`src/rtl/riscv_pkg.sv`:
```
// Shared constants for the multi-cycle RV32I control unit: opcodes, ALU codes,
// mux encodings, FSM states and the opcode/funct3 legality check.
package riscv_pkg;

   localparam logic [6:0] OP_LOAD   = 7'b0000011;
   localparam logic [6:0] OP_STORE  = 7'b0100011;
   localparam logic [6:0] OP_OP     = 7'b0110011;
   localparam logic [6:0] OP_IMM    = 7'b0010011;
   localparam logic [6:0] OP_BRANCH = 7'b1100011;
   localparam logic [6:0] OP_JAL    = 7'b1101111;
   localparam logic [6:0] OP_JALR   = 7'b1100111;
   localparam logic [6:0] OP_LUI    = 7'b0110111;
   localparam logic [6:0] OP_AUIPC  = 7'b0010111;

   localparam logic [3:0] ALU_ADD    = 4'd0;
   localparam logic [3:0] ALU_SUB    = 4'd1;
   localparam logic [3:0] ALU_XOR    = 4'd2;
   localparam logic [3:0] ALU_OR     = 4'd3;
   localparam logic [3:0] ALU_AND    = 4'd4;
   localparam logic [3:0] ALU_SLL    = 4'd5;
   localparam logic [3:0] ALU_SRL    = 4'd6;
   localparam logic [3:0] ALU_SRA    = 4'd7;
   localparam logic [3:0] ALU_SLT    = 4'd8;
   localparam logic [3:0] ALU_SLTU   = 4'd9;
   localparam logic [3:0] ALU_PASS_B = 4'd10;
   localparam logic [3:0] ALU_PC_B   = 4'd11;

   localparam logic [2:0] IMM_I = 3'd0;
   localparam logic [2:0] IMM_S = 3'd1;
   localparam logic [2:0] IMM_B = 3'd2;
   localparam logic [2:0] IMM_J = 3'd3;
   localparam logic [2:0] IMM_U = 3'd4;

   localparam logic [1:0] RES_ALUOUT = 2'd0;
   localparam logic [1:0] RES_RDATA  = 2'd1;
   localparam logic [1:0] RES_PC4    = 2'd2;
   localparam logic [1:0] RES_ALURES = 2'd3;

   localparam logic [1:0] SRCB_REG  = 2'd0;
   localparam logic [1:0] SRCB_IMM  = 2'd1;
   localparam logic [1:0] SRCB_FOUR = 2'd2;

   typedef enum logic [3:0] {
      FETCH, DECODE, MEMADR, MEMRD, MEMWB, MEMWR, EXER, EXEI,
      ALUWB, BRANCH, JAL, JALR, UPPER, TRAP
   } state_e;

   // Which family of ALU decode applies in the current state.
   typedef enum logic [2:0] {
      CLS_ADD, CLS_OP, CLS_OPIMM, CLS_BRANCH, CLS_UPPER, CLS_PCB
   } alu_class_e;

   // funct3 legality for opcodes that reserve some funct3 values.
   function automatic logic funct3_ok(input logic [6:0] opcode, input logic [2:0] funct3);
      logic ok;
      ok = 1'b1;
      case (opcode)
         OP_LOAD:   ok = (funct3 != 3'b011) && (funct3 != 3'b110) && (funct3 != 3'b111);
         OP_STORE:  ok = (funct3[2] == 1'b0) && (funct3 != 3'b011);
         OP_BRANCH: ok = (funct3 != 3'b010) && (funct3 != 3'b011);
         OP_JALR:   ok = (funct3 == 3'b000);
         default:   ok = 1'b1;
      endcase
      return ok;
   endfunction

endpackage

```
`src/rtl/riscv_alu_decoder.sv`:
```
// Combinational ALU operation decode from the state class and instruction fields.
module riscv_alu_decoder
   import riscv_pkg::*;
(
   input  alu_class_e  alu_class,
   input  logic [2:0]  funct3,
   input  logic        funct7_b5,
   input  logic        op_b5,
   output logic [3:0]  alu_control,
   output logic        imm
);

   // Map class + funct fields to an ALU code; Imm flags immediate-form shifts.
   always_comb begin
      alu_control = ALU_ADD;
      imm         = 1'b0;
      case (alu_class)
         CLS_OP, CLS_OPIMM: begin
            case (funct3)
               3'b000:  alu_control = (alu_class == CLS_OP && funct7_b5) ? ALU_SUB : ALU_ADD;
               3'b001:  alu_control = ALU_SLL;
               3'b010:  alu_control = ALU_SLT;
               3'b011:  alu_control = ALU_SLTU;
               3'b100:  alu_control = ALU_XOR;
               3'b101:  alu_control = funct7_b5 ? ALU_SRA : ALU_SRL;
               3'b110:  alu_control = ALU_OR;
               default: alu_control = ALU_AND;
            endcase
            imm = (alu_class == CLS_OPIMM) && (funct3[1:0] == 2'b01);
         end
         CLS_BRANCH: begin
            case (funct3[2:1])
               2'b10:   alu_control = ALU_SLT;
               2'b11:   alu_control = ALU_SLTU;
               default: alu_control = ALU_SUB;
            endcase
         end
         CLS_UPPER: alu_control = op_b5 ? ALU_PASS_B : ALU_PC_B;
         CLS_PCB:   alu_control = ALU_PC_B;
         default:   alu_control = ALU_ADD;
      endcase
   end

endmodule

```
`src/rtl/riscv_mc_controller.sv`:
```
// Multi-cycle RV32I control unit: instruction sequencing FSM plus Moore
// decode of datapath controls from state and the latched instruction.
//
// state  | meaning
// FETCH  | read instruction at PC, load IR, PC <= PC+4
// DECODE | dispatch on opcode (and funct3 legality)
// MEMADR | A + ImmExt address for load/store
// MEMRD  | read data memory at ALUOut
// MEMWB  | write read data to rd
// MEMWR  | write register B to memory at ALUOut
// EXER   | register-register ALU op
// EXEI   | register-immediate ALU op
// ALUWB  | write ALUOut to rd
// BRANCH | compare, load PC target when taken
// JAL    | rd <= PC+4, PC <= PC+ImmJ
// JALR   | rd <= PC+4, PC <= A+ImmI
// UPPER  | LUI / AUIPC result
// TRAP   | unsupported instruction, held until reset
module riscv_mc_controller
   import riscv_pkg::*;
#(
   parameter state_e RESET_STATE = FETCH
) (
   input  logic        CLK,
   input  logic        Reset,
   input  logic [31:0] Instr,
   input  logic        Zero,
   input  logic        Lt,
   output logic        PCWrite,
   output logic        IRWrite,
   output logic        AdrSrc,
   output logic        MemWrite,
   output logic        RegWrite,
   output logic [1:0]  ResultSrc,
   output logic        ALUSrc_A,
   output logic [1:0]  ALUSrcB,
   output logic        Imm,
   output logic [3:0]  ALUControl,
   output logic [2:0]  ImmSrc,
   output logic        Illegal
);

   state_e     state;
   alu_class_e alu_class;
   logic [6:0] opcode;
   logic [2:0] funct3;
   logic       br_taken;
   logic       pc_write_c, ir_write_c, mem_write_c, reg_write_c;
   logic       unused_fields;

   assign opcode = Instr[6:0];
   assign funct3 = Instr[14:12];

   // Register numbers and immediates are consumed by the datapath, not here.
   assign unused_fields = ^{Instr[31], Instr[29:15], Instr[11:7]};

   riscv_alu_decoder u_alu_dec (
      .alu_class   (alu_class),
      .funct3      (funct3),
      .funct7_b5   (Instr[30]),
      .op_b5       (Instr[5]),
      .alu_control (ALUControl),
      .imm         (Imm)
   );

   // Branch condition from the ALU flags; unsigned/signed already chosen by ALU op.
   always_comb begin
      br_taken = 1'b0;
      case (funct3)
         3'b000:         br_taken = Zero;
         3'b001:         br_taken = ~Zero;
         3'b100, 3'b110: br_taken = Lt;
         3'b101, 3'b111: br_taken = ~Lt;
         default:        br_taken = 1'b0;
      endcase
   end

   // Sequencing FSM and sticky illegal flag; Illegal rises as TRAP is entered.
   always_ff @(posedge CLK or posedge Reset) begin
      if (Reset) begin
         state   <= RESET_STATE;
         Illegal <= 1'b0;
      end else begin
         case (state)
            FETCH:  state <= DECODE;
            DECODE: begin
               if (!funct3_ok(opcode, funct3)) begin
                  state   <= TRAP;
                  Illegal <= 1'b1;
               end else begin
                  case (opcode)
                     OP_LOAD, OP_STORE: state <= MEMADR;
                     OP_OP:             state <= EXER;
                     OP_IMM:            state <= EXEI;
                     OP_BRANCH:         state <= BRANCH;
                     OP_JAL:            state <= JAL;
                     OP_JALR:           state <= JALR;
                     OP_LUI, OP_AUIPC:  state <= UPPER;
                     default: begin
                        state   <= TRAP;
                        Illegal <= 1'b1;
                     end
                  endcase
               end
            end
            MEMADR: state <= opcode[5] ? MEMWR : MEMRD;
            MEMRD:  state <= MEMWB;
            EXER, EXEI, UPPER: state <= ALUWB;
            TRAP:   state <= TRAP;
            default: state <= FETCH;
         endcase
      end
   end

   // Per-state datapath controls; write enables gated separately by Reset.
   always_comb begin
      pc_write_c  = 1'b0;
      ir_write_c  = 1'b0;
      mem_write_c = 1'b0;
      reg_write_c = 1'b0;
      AdrSrc      = 1'b0;
      ResultSrc   = RES_ALUOUT;
      ALUSrc_A    = 1'b0;
      ALUSrcB     = SRCB_REG;
      ImmSrc      = IMM_I;
      alu_class   = CLS_ADD;
      case (state)
         FETCH: begin
            ir_write_c = 1'b1;
            pc_write_c = 1'b1;
            ALUSrc_A   = 1'b1;
            ALUSrcB    = SRCB_FOUR;
         end
         MEMADR: begin
            ALUSrcB = SRCB_IMM;
            ImmSrc  = opcode[5] ? IMM_S : IMM_I;
         end
         MEMRD: AdrSrc = 1'b1;
         MEMWB: begin
            ResultSrc   = RES_RDATA;
            reg_write_c = 1'b1;
         end
         MEMWR: begin
            AdrSrc      = 1'b1;
            mem_write_c = 1'b1;
         end
         EXER: alu_class = CLS_OP;
         EXEI: begin
            alu_class = CLS_OPIMM;
            ALUSrcB   = SRCB_IMM;
         end
         ALUWB: reg_write_c = 1'b1;
         // Compare uses register operands; the target comes from the separate adder.
         BRANCH: begin
            alu_class = CLS_BRANCH;
            ImmSrc    = IMM_B;
            if (br_taken) begin
               pc_write_c = 1'b1;
               ResultSrc  = RES_ALURES;
            end
         end
         JAL: begin
            alu_class   = CLS_PCB;
            ALUSrc_A    = 1'b1;
            ALUSrcB     = SRCB_IMM;
            ImmSrc      = IMM_J;
            pc_write_c  = 1'b1;
            reg_write_c = 1'b1;
            ResultSrc   = RES_PC4;
         end
         JALR: begin
            ALUSrcB     = SRCB_IMM;
            pc_write_c  = 1'b1;
            reg_write_c = 1'b1;
            ResultSrc   = RES_PC4;
         end
         UPPER: begin
            alu_class = CLS_UPPER;
            ALUSrc_A  = 1'b1;
            ALUSrcB   = SRCB_IMM;
            ImmSrc    = IMM_U;
         end
         default: ;
      endcase
   end

   assign PCWrite  = pc_write_c  & ~Reset;
   assign IRWrite  = ir_write_c  & ~Reset;
   assign MemWrite = mem_write_c & ~Reset;
   assign RegWrite = reg_write_c & ~Reset;

endmodule

```
`config.mk`:
```
export PLATFORM = sky130hd
export DESIGN_NAME = riscv_mc_controller
export DESIGN_NICKNAME = d
export VERILOG_FILES = /design/src/rtl/riscv_pkg.sv /design/src/rtl/riscv_alu_decoder.sv /design/src/rtl/riscv_mc_controller.sv
export SDC_FILE = /design/constraint.sdc
export NUM_CORES = 1
export LEC_CHECK = 0
export BUFFER_PORTS_ARGS = -buffer_cell sky130_fd_sc_hd__buf_2
export CORE_UTILIZATION = 37
export CTS_BUF_LIST = sky130_fd_sc_hd__clkbuf_8
export CTS_CLUSTER_DIAMETER = 200
export DETAILED_ROUTE_END_ITERATION = 6
export GPL_ROUTABILITY_DRIVEN = 0
export HOLD_SLACK_MARGIN = 0.05
export PLACE_DENSITY = 0.78
export SYNTH_ARGS = -nofsm -noshare
export SYNTH_HDL_FRONTEND = slang
export SYNTH_SLANG_ARGS = --single-unit
```
`constraint.sdc`:
```
create_clock -name CLK -period 1.7 [get_ports CLK]
set_input_delay 0.085 -clock CLK [delete_from_list [all_inputs] [get_ports CLK]]
set_output_delay 0.085 -clock CLK [all_outputs]
set_load 0.02 [all_outputs]
```
# Yosys cells after proc, flatten, opt, wreduce, memory -nomap -nowiden
# Index checks and enable logic that the tools add are counted.
classes:
  eq_ne: 42
  mux: 29
  n_bitwise: 8
  reduce_logical: 22
op_table:
  columns: ["op", "n"]
  rows:
  - ["$pmux W4 S7", 2]
  - ["$eq A4 B4 Y1 const B", 6]
  - ["$pmux W4 S6", 1]
  - ["$eq A7 B6 Y1 const B", 3]
  - ["$eq A7 B7 Y1 const B", 3]
  - ["$eq A3 B3 Y1 const B", 6]
  - ["$eq A4 B3 Y1 const B", 4]
  - ["$pmux W4 S4", 1]
  - ["$pmux W3 S5", 1]
  - ["$eq A7 B5 Y1 const B", 2]
  - ["$mux W1", 14]
  - ["$reduce_or A2 Y1", 7]
  - ["$eq A3 B2 Y1 const B", 4]
  - ["$pmux W3 S4", 1]
  - ["$reduce_or A3 Y1", 3]
  - ["$reduce_or A9 Y1", 1]
  - ["$eq A4 B2 Y1 const B", 2]
  - ["$pmux W1 S4", 2]
  - ["$pmux W4 S2", 1]
  - ["$eq A7 B2 Y1 const B", 1]
  - ["$eq A3 B1 Y1 const B", 2]
  - ["$logic_and A1 B1 Y1", 6]
  - ["$ne A3 B2 Y1 const B", 2]
  - ["$ne A3 B3 Y1 const B", 2]
  - ["other kinds (17)", 24]
word_totals:
  register_bits: 5
  inputBits: 36
  output_inout_bits: 19
  elab_cells: 103

# Longest topological paths before layout
# Gate-level depths: netlist of run 1.
logic_depth:
  word_depth: 7
  ltp_mapped: 6
  depth_no_buf: 5

# Modules after synthesis
# Synthesis of run 1 repeated with hierarchy kept, for this count alone.
hier_totals:
  hier_cells: 121
  area_unflattened_um2: 812.0
modules_own_cells:
  columns: ["module", "instances", "cells_each", "area_per_inst_um2", "seq_area_each_um2"]
  rows:
  - ["riscv_mc_controller", 1, 95, 656.9, 125.1]
  - ["riscv_alu_decoder", 1, 26, 155.1, 0.0]

# Least setup slack after synthesis of run 1
# No wires, ideal clock.
synth_path:
  path_kind: "reg2out"
  from: "register state[1]"
  to: "output port PCWrite"
  arrival_ps: 1555
  t_required_ps: 1615
  slack_ps: 60
  path_stages_with_launch: 5
  n_path_buf: 1
  cell_sequence: "dfrtp_1 buf_2 nor2_1 nor2_1 a2111oi_1"
synth_between:
  elab_chain_cells: 4
  elab_cells_between_ends: 7
  classes_between: "eq/ne: 3; mux: 1; bitwise: 1; reduce/logical: 2"
synth_lines:
  columns: ["element", "line", "source"]
  rows:
  - ["start, declared", "riscv_mc_controller.sv:43", "state_e state;"]
  - ["start signal, assigned", "riscv_mc_controller.sv:106", "MEMADR: state <= opcode[5] ? MEMWR : MEMRD;"]
  - ["$eq A4 B4 Y1 / $logic_not A4 Y1 (equally long branches)", "riscv_mc_controller.sv:127", "case (state)"]
  - ["$reduce_or A3 Y1 (no source line)", null, null]
  - ["$pmux W1 S2 (*)", "riscv_mc_controller.sv:127", null]
  - ["$and A1 B1 Y1 (*)", "riscv_mc_controller.sv:187", "assign PCWrite = pc_write_c & ~Reset;"]
  - ["end, declared", "riscv_mc_controller.sv:29", "output logic PCWrite,"]
# Every way passes the cells marked *; elsewhere a longest branch is shown, timed or not.

# Worst setup path in the final report of run 1
layout_path:
  from: "register state[0]"
  to: "output port PCWrite"
# Same word-level chain as after synthesis.

==> metrics.cfg, run 1 <==
[worst_hold_path]
hp-start=Instr[5]
hold_class=in -> reg

[setup_path]
critPathMaxStageDelay_ns=0.40
crit_type=reg -> out
crit_arrival_ns=1.55
r2r_setup_slack_ns=0.21
regToRegStartpoint=state[3]
end_kind=output pin
cp-start-kind=flop
crit_path_cell_trace=inv_1, nor2_2, nor2_1, a2111oi_1, buf_2
cp_slowest_cell=dfrtp_2
startpoint=state[0]
crit_required_ns=1.62
cp_max_fo=6

[routing]
vias_per_cell=5.29
routed.top_layer=met4
ant_nets=0
wl_um=2160
drt_iter0_drc=22
route.vias.total=974
drt_drc_violations_left=0
drtPass1Iterations=5
wl_met2_um=1070
wl_met3_um=113
wl_per_cell_um=11.8
wl_met1_um=974

[sta]
finalCriticalPeriod_ns=1.63
layout_setup_ws_ns=0.0680
hold_slack_ns=0.325
finalHoldViolCount=0
grt_setup_unrepaired=yes
drv_slew=0
finalSetupViolCount=0
slew-limit-headroom_pct=76.5
fmax_ghz=0.613
clock_skew_ns=0.000872
worstMarginPinSlew_ns=0.351
fin_crit_sh_pct=96.0

[grt]
overflow=0
grt_util_all_layers_pct=20.1
grt_max_degree=14
first_global_vias=802
antenna_found_initial=0
grt_pass1_wl_um=3320

[synthesis]
yosys_most_used_dff=dfrtp_1
ys_ff_latch=5
synth_area_leaders=dfrtp_1 16%, nor2_1 11%, a21oi_1 7.0%
synth_area_leader_cell=dfrtp_1
synth-edff-count=0
synth_nets=160
syn_inst=124
synth_top_cell_area_share_pct=15.9
netlist_area_sq_um=785
ys_seq_area_share_pct=15.9
syn_area_per_cell_sq_um=6.33
synth_warnings=0
async_reset_ff_share_pct=100
synth_cell_types=42

[layout]
fin_util_pct=52.7
syn_to_final_growth_pct=33.0
nFillCells=208
diodes=0
drive_above_1_share_pct=33.8
fin_nets=194

[status]
status=finished clean

[pwr]
peakVddDrop_uv=718
leakage_nw=0.510
p_per_area_nw_per_um2=1300

[placed_design]
portBuffers=33
place_hpwl_um=1630
dp_slack_ns=0.126

[die]
rows=16
io_pins=55
die_w_um=48.0
die_y_um=48.0
start_util_pct=39.6
die_area_sq_um=2310
coreArea_sq_um=1980

[clock_network]
clock_path_buffers=2
clock_sinks=5
htreeDepth=1
cts_made_buffers=3
clk_latency_ns=0.22
cts_tree=yes
path_clk_slew_ns=0.03
clockRootBuffer=clkbuf_8

[flow_run]
cap_violations=0

-- timing repair --
| action | 4_1_cts | 5_1_grt |
|---|---|---|
| hold buffers | 1 | 0 |
| setup buffers | 0 | 2 |
| endpoints found under the setup margin | 2 | 5 |
| gates resized for setup | 3 | 4 |
| endpoints found under the hold margin | 5 | 0 |
-- through the flow --
| step | std cells | total power, mW | instance area (sq um) | TNS [ns] |
|---|---|---|---|---|
| after floorplan | 124 | 0.838 | 785 | 0 |
| after global placement | 177 | 1.05 | 957 | 0 |
| after detailed placement | 177 | 1.07 | 957 | 0 |
| after CTS | 182 | 1.30 | 1020 | 0 |
| after global routing | 184 | 1.47 | 1040 | -0.0625 |
| final | 184 | 1.36 | 1040 | 0 |
-- report_power, final --
group	total, mW	switching [mW]	leakage (nW)	internal (mW)
registers	0.228	0.0685	0.0560	0.160
logic	0.919	0.549	0.427	0.371
clock network	0.212	0.0569	0.0269	0.155
-- flip-flops by register name (all words and copies together), names as in the netlist --
name and cells:
state 4, Illegal 1
-- synthesized netlist by cell type, types with 2 or more instances --
| library cell | number |
|---|---|
| or2_2 | 2 |
| o21ai_0 | 9 |
| inv_1 | 4 |
| nor3_1 | 5 |
| xor2_1 | 2 |
| and3_1 | 2 |
| buf_4 | 2 |
| dfrtp_1 | 5 |
| o211ai_1 | 2 |
| or3_1 | 3 |
| buf_2 | 3 |
| a21oi_1 | 11 |
| nor2b_1 | 4 |
| nand3_1 | 2 |
| a22oi_1 | 3 |
| clkbuf_1 | 4 |
| nor3b_1 | 2 |
| nand4b_1 | 2 |
| nor2_1 | 22 |
| nand2_1 | 12 |
| nand2b_1 | 2 |
-- cells by family (layout without fill, tap and decap cells) --
kind of cell | count (synthesis) | after routing | share of synthesized area, %
xor gates and xnor gates | 3 | 3 | 3.35
muxes | 1 | 1 | 1.28
buffers and inverters | 14 | 47 | 8.13
and+or+nand+nor | 68 | 68 | 44.8
DFF | 5 | 5 | 15.9
AOI/OAI and AO/OA | 33 | 33 | 26.5
-- layout by cell type (no fill, tap or decap), drive strengths merged, types with 2 or more instances in the layout --
cell type	synthesis	layout
a21oi	11	11
a22oi	3	3
and2b	2	2
and3	2	2
buf	6	38
clkbuf	4	3
dfrtp	5	5
inv	4	5
nand2	12	12
nand2b	2	2
nand3	2	2
nand4b	2	2
nor2	22	22
nor2b	4	4
nor3	5	5
nor3b	2	2
o211ai	3	3
o21ai	10	10
or2	3	3
or3	3	3
xor2	2	2
-- final cells by class --
class	count	area, sq um	area share, %
multi-input combinational	105	606	58.0
timing repair buffer	39	215	20.6
sequential	5	129	12.4
clock buffer	3	41.3	3.96
tap	27	33.8	3.24
inverter	4	15.0	1.44
clock inverter	1	3.75	0.360
-- layer usage --
layer	vias to the layer above	global-route usage, %
met5	-	0
met4	0	4.44
met3	2	4.15
met2	39	35.9
met1	430	24.6
li1	503	-
-- worst max-delay path, delay by kind of cell (launching register included) --
family                 cells  cell delay (ns)
flip-flops                 1             0.40
AO/OA/AOI/OAI              1             0.38
buffers and inverters      2             0.34
AND/OR/NAND/NOR            2             0.21
-- final timing paths --
path / to / depth (start not counted)
min in group asynchronous: state[2] / 3
min: state[1] / 4
max in group asynchronous: state[0] / 3
max reg2reg: state[0] / 4
min reg2reg: Illegal / 1
max: PCWrite / 5
No activity file was read; power rests on OpenSTA's default activity.
==> run 2, diff against run 1 <==
--- a/config.mk
+++ b/config.mk
@@ -6,6 +6,7 @@
 export NUM_CORES = 1
 export LEC_CHECK = 0
 export BUFFER_PORTS_ARGS = -buffer_cell sky130_fd_sc_hd__buf_2
+export CORE_ASPECT_RATIO = 0.7
 export CORE_UTILIZATION = 37
 export CTS_BUF_LIST = sky130_fd_sc_hd__clkbuf_8
 export CTS_CLUSTER_DIAMETER = 200
==> run 2 against run 1 <==
  * The run now ends with DRC left
  * Clock power is essentially flat
  * Sequential share of layout area shrank 0.50 points
  * Flip-flop and latch count is the same
  * Worst setup slack gained 0.0087 ns
  * Total power grew 2.4%
  * Clock skew shrank 0.00053 ns
  * Global-route usage shrank 0.42 points
  * Sequential power is essentially flat
  * Critical path type unchanged
==> metrics.cfg, run 2 (synthesis results as in run 1) <==
[setup_path]
crit_required_ns=1.62
crit_arrival_ns=1.54
cp_max_fo=8
crit_type=reg -> out
critPathMaxStageDelay_ns=0.46
end_kind=output pin
crit_path_cell_trace=buf_4, nand2_1, a21boi_0, o21ai_0, buf_2
cp_slowest_cell=dfrtp_2
cp-start-kind=flop

[sta]
drv_slew=0
finalCriticalPeriod_ns=1.62
clock_skew_ns=0.000337
worstMarginPinSlew_ns=0.307
fin_crit_sh_pct=95.5
fmax_ghz=0.616
finalSetupViolCount=0
slew-limit-headroom_pct=79.5
finalHoldViolCount=0

[clock_network]
path_clk_slew_ns=0.03
cts_tree=yes
cts_made_buffers=3
clock_path_buffers=2
clock_sinks=5
clockRootBuffer=clkbuf_8
htreeDepth=1
clk_latency_ns=0.22

[grt]
grt_max_degree=14
overflow=0
grt_pass1_wl_um=3490
first_global_vias=784
antenna_found_initial=0
grt_util_all_layers_pct=19.7

[routing]
ant_nets=0
drt_drc_violations_left=6
drtPass1Iterations=6
wl_per_cell_um=12.1
drt_iter0_drc=31
vias_per_cell=5.28
route.vias.total=966
wl_um=2220

[layout]
instances_no_fill=183
fin_util_pct=56.1
syn_to_final_growth_pct=37.3
most-common-layout-cells=32 x buf_2, 20 x nor2_1, 12 x nand2_1
largest_registers=state x4, Illegal x1
fin_nets=198
top_register=state
largest_reg_flops=4
final_common_cell=buf_2
drive_above_1_share_pct=36.6
diodes=0

[placed_design]
placedCellCount=173
portBuffers=33
place_hpwl_um=1710

[die]
rows=13
die_w_um=57.0
die_area_sq_um=2310
die_y_um=40.5
io_pins=55
coreArea_sq_um=1920
start_util_pct=40.9

[pwr]
peakVddDrop_uv=392
p_per_area_nw_per_um2=1290
leakage_nw=0.535

[flow_run]
cap_violations=0

[status]
violations=DRC
status=finished with violations

[worst_hold_path]
hold_class=in -> reg

[run 2: cell types whose count changed in the layout (fill, tap and decap cells not counted)]
cell / previous run / this run
a2111oi_1: 1 / 0
a2111oi_2: 0 / 1
buf_4: 6 / 10
dfrtp_1: 2 / 3
dfrtp_2: 3 / 2
nor2_1: 21 / 20
nor2_2: 1 / 2
or2b_1: 1 / 0
or2b_4: 0 / 1
[run 2: path summary, 6_finish.rpt]
check,from,end,slack [ns],cells past startpoint
min in group asynchronous,Reset,state[0],0.36,3
hold reg to reg,Illegal,Illegal,0.47,1
setup / recovery,state[1],ALUControl[3],0.08,5
setup reg to reg,state[0],state[0],0.22,5
hold / removal,Instr[5],state[1],0.29,4
max in group asynchronous,Reset,state[3],1.15,3
[run 2: where the power goes]
part	switching, mW	leakage (nW)	internal (mW)	total [mW]
clock network	0.0569	0.0269	0.155	0.212
logic	0.560	0.451	0.394	0.954
registers	0.0690	0.0571	0.157	0.226
total	0.686	0.535	0.706	1.39
[run 2: worst max-delay path: cells and delay by family, from the launching register on]
kind                   cells  cell delay [ns]
flip-flops                 1             0.46
AO/OA/AOI/OAI              2             0.37
buffers and inverters      2             0.33
AND/OR/NAND/NOR            1             0.15
[run 2: final cells by class]
type / instances / area (sq um)
repair buffers: 43 / 245
inverters: 4 / 15.0
fillers: 205 / 842
clock buffers: 3 / 41.3
well taps: 22 / 27.5
multi-input cells: 105 / 617
flip-flops and latches: 5 / 128
clock inverters: 1 / 3.75
[run 2: routing by layer]
metal  global-route usage, %  up-vias  part of all wire [%]
li1                        -      508                     -
met1                    26.7      423                    52
met2                    35.0       35                    43
met3                    1.94        0                   5.5
met4                    3.66        0                     0
met5                       0        -                     0
[run 2: per-stage QoR]
stage          setup slack [ns]  area [sq um]  hold WS (ns)  setup TNS, ns  total power, mW
6_report                 0.0767          1080         0.290              0             1.39
5_1_grt                 -0.0199          1080         0.328        -0.0233             1.52
4_1_cts                  0.0163          1030         0.285              0             1.34
3_5_place_dp              0.165           958        0.0315              0             1.08
3_3_place_gp              0.183           958        0.0271              0             1.06
2_1_floorplan            0.0600           785        -0.131              0            0.838
[run 2: repair_timing]
action                     4_1_cts  5_1_grt
pin swaps                        0        0
setup endpoints to repair        2        6
setup buffers                    2        3
resized for setup                2        7
hold endpoints to repair         5        0
hold buffers                     1        0
==> run 3, diff against run 2 <==
--- a/config.mk
+++ b/config.mk
@@ -14,6 +14,8 @@
 export GPL_ROUTABILITY_DRIVEN = 0
 export HOLD_SLACK_MARGIN = 0.05
 export PLACE_DENSITY = 0.78
+export REMOVE_ABC_BUFFERS = 1
+export SLEW_MARGIN = 20
 export SYNTH_ARGS = -nofsm -noshare
 export SYNTH_HDL_FRONTEND = slang
 export SYNTH_SLANG_ARGS = --single-unit
==> run 3 against run 2 <==
  * The run still ends with DRC left
  * Hold slack worse by 0.0034 ns
  * Sequential power down 6%
  * Sequential share of layout area up 0.15 points
  * Routed wire length down 1.0%
  * Design area fell by 1.3%
  * Critical path type unchanged
  * Largest power group unchanged
==> metrics.cfg, run 3 (synthesis results as in run 1) <==
[setup_path]
crit_type=reg -> out
r2r_setup_slack_ns=0.27
cp_slowest_cell=dfrtp_1
cp-start-kind=flop
worstReg2RegEnd=Illegal
cp_max_fo=6
crit_top_cell=nor2_1
regToRegStartpoint=state[1]
crit_arrival_ns=1.57
r2r_cells=4
critPathMaxStageDelay_ns=0.44
crit_required_ns=1.62
startpoint=state[1]
critical-path-top-delay-family=simple AND/OR/NAND/NOR gates
end_kind=output pin
path_buf_inv=1
crit_path_cell_trace=nor2b_2, or2_2, nor2_1, a21oi_1, nor2_1, buf_2

[layout]
largest_registers=state x4, Illegal x1
final_common_cell=buf_2
nFillCells=195
largest_reg_flops=4
fin_nets=197
drive_above_1_share_pct=35.6
top_register=state
fin_util_pct=55.4
syn_to_final_growth_pct=35.6
diodes=0
register_area_sq_um=128
most-common-layout-cells=33 x buf_2, 20 x nor2_1, 12 x nand2_1
multi_input_comb_area_sq_um=613

[sta]
worstMarginPinSlew_ns=0.346
finalSetupViolCount=0
timing.setup.tns_ns=0
finalHoldViolCount=0
fin_crit_sh_pct=97.3
grt_setup_unrepaired=yes
clock_skew_ns=0.00152
hold_slack_ns=0.286
fmax_ghz=0.604
finalCriticalPeriod_ns=1.65
slew-limit-headroom_pct=76.9
drv_slew=0

[grt]
antenna_found_initial=0
grt_max_degree=14
grt_util_all_layers_pct=19.3
gr-usage-met2_pct=29.4
overflow=0
grtUsageMet3_pct=4.19
grt-busiest-layer=met2
grt_pass1_wl_um=3390
use_met1_pct=27.1
first_global_vias=789

[routing]
drtPass1Iterations=6
vias_per_cell=5.51
wl_per_cell_um=12.1
drt_drc_violations_left=8
route.vias.total=1002
wl_um=2200
ant_nets=0
drt_iter0_drc=55

[pwr]
p_seq_share_pct=15.2
leakage_nw=0.530
p_clk_share_pct=15.2
p_int_mw=0.713
switching_share_pct=49.2
p_per_area_nw_per_um2=1320
switchingPower_mw=0.689
p_total_mw=1.40
comb_power_share_pct=69.6
peakVddDrop_uv=718

[placed_design]
place_hpwl_um=1660
portBuffers=33

[worst_hold_path]
hold_class=in -> reg
hold-path-endpoint=state[1]
hp-start=Instr[5]
min_path_cells=4

[status]
status=finished with violations
violations=DRC

[flow_run]
cap_violations=0

[clock_network]
clockRootBuffer=clkbuf_8
path_clk_slew_ns=0.03
clock_path_buffers=2
clock_sinks=5
htreeDepth=1
clk_latency_ns=0.22
cts_made_buffers=3
cts_tree=yes

[die]
die_area_sq_um=2310
die_w_um=57.0
die_y_um=40.5
rows=13
start_util_pct=40.9
coreArea_sq_um=1920
io_pins=55

run 3: worst max-delay path by stage:
stage	endpoint	depth (start not counted)
after floorplan	PCWrite	4
after global placement	PCWrite	5
after detailed placement	PCWrite	5
after CTS	PCWrite	5
after global routing	ALUSrc_A	6
final	ALUSrc_A	6
run 3: power by group through the flow:
stage / sequential [mW] / clock (mW) / combinational (mW)
final: 0.212 / 0.213 / 0.976
after CTS: 0.221 / 0.219 / 0.887
after global placement: 0.217 / 0 / 0.859
after floorplan: 0.240 / 0 / 0.557
after global routing: 0.220 / 0.229 / 1.07
after detailed placement: 0.220 / 0 / 0.873
run 3: tightest hold or removal path, cell delays in order:
cell     delay, ns
buf_2         0.15
nor2_1        0.11
a21oi_1       0.05
nor2_1        0.07
run 3: through the flow:
step                cells  worst slack [ns]  instance area [sq um]
floorplan             114            -0.122                    736
global placement      174             0.225                    966
detailed placement    174             0.208                    966
CTS                   179            0.0150                   1030
global route          182           -0.0220                   1060
finish                182            0.0451                   1060
run 3: area by class of cell:
type	count	area share, %
clock buffers	3	3.88
flip-flops and latches	5	12.0
multi-input cells	105	57.6
well taps	22	2.59
inverters	4	1.41
repair buffers	42	22.1
clock inverters	1	0.353
run 3: timing repair:
action,4_1_cts,5_1_grt
hold buffers,1,0
buffers inserted,0,3
endpoints found under the setup margin,2,3
hold endpoints to repair,5,0
cloned,0,0
resized for setup,3,4
run 3: routing by layer:
| metal | part of all wire (%) | wire, um |
|---|---|---|
| met3 | 7.7 | 170 |
| met5 | 0 | 0 |
| met2 | 43 | 947 |
| met4 | 0 | 0 |
| met1 | 49 | 1080 |
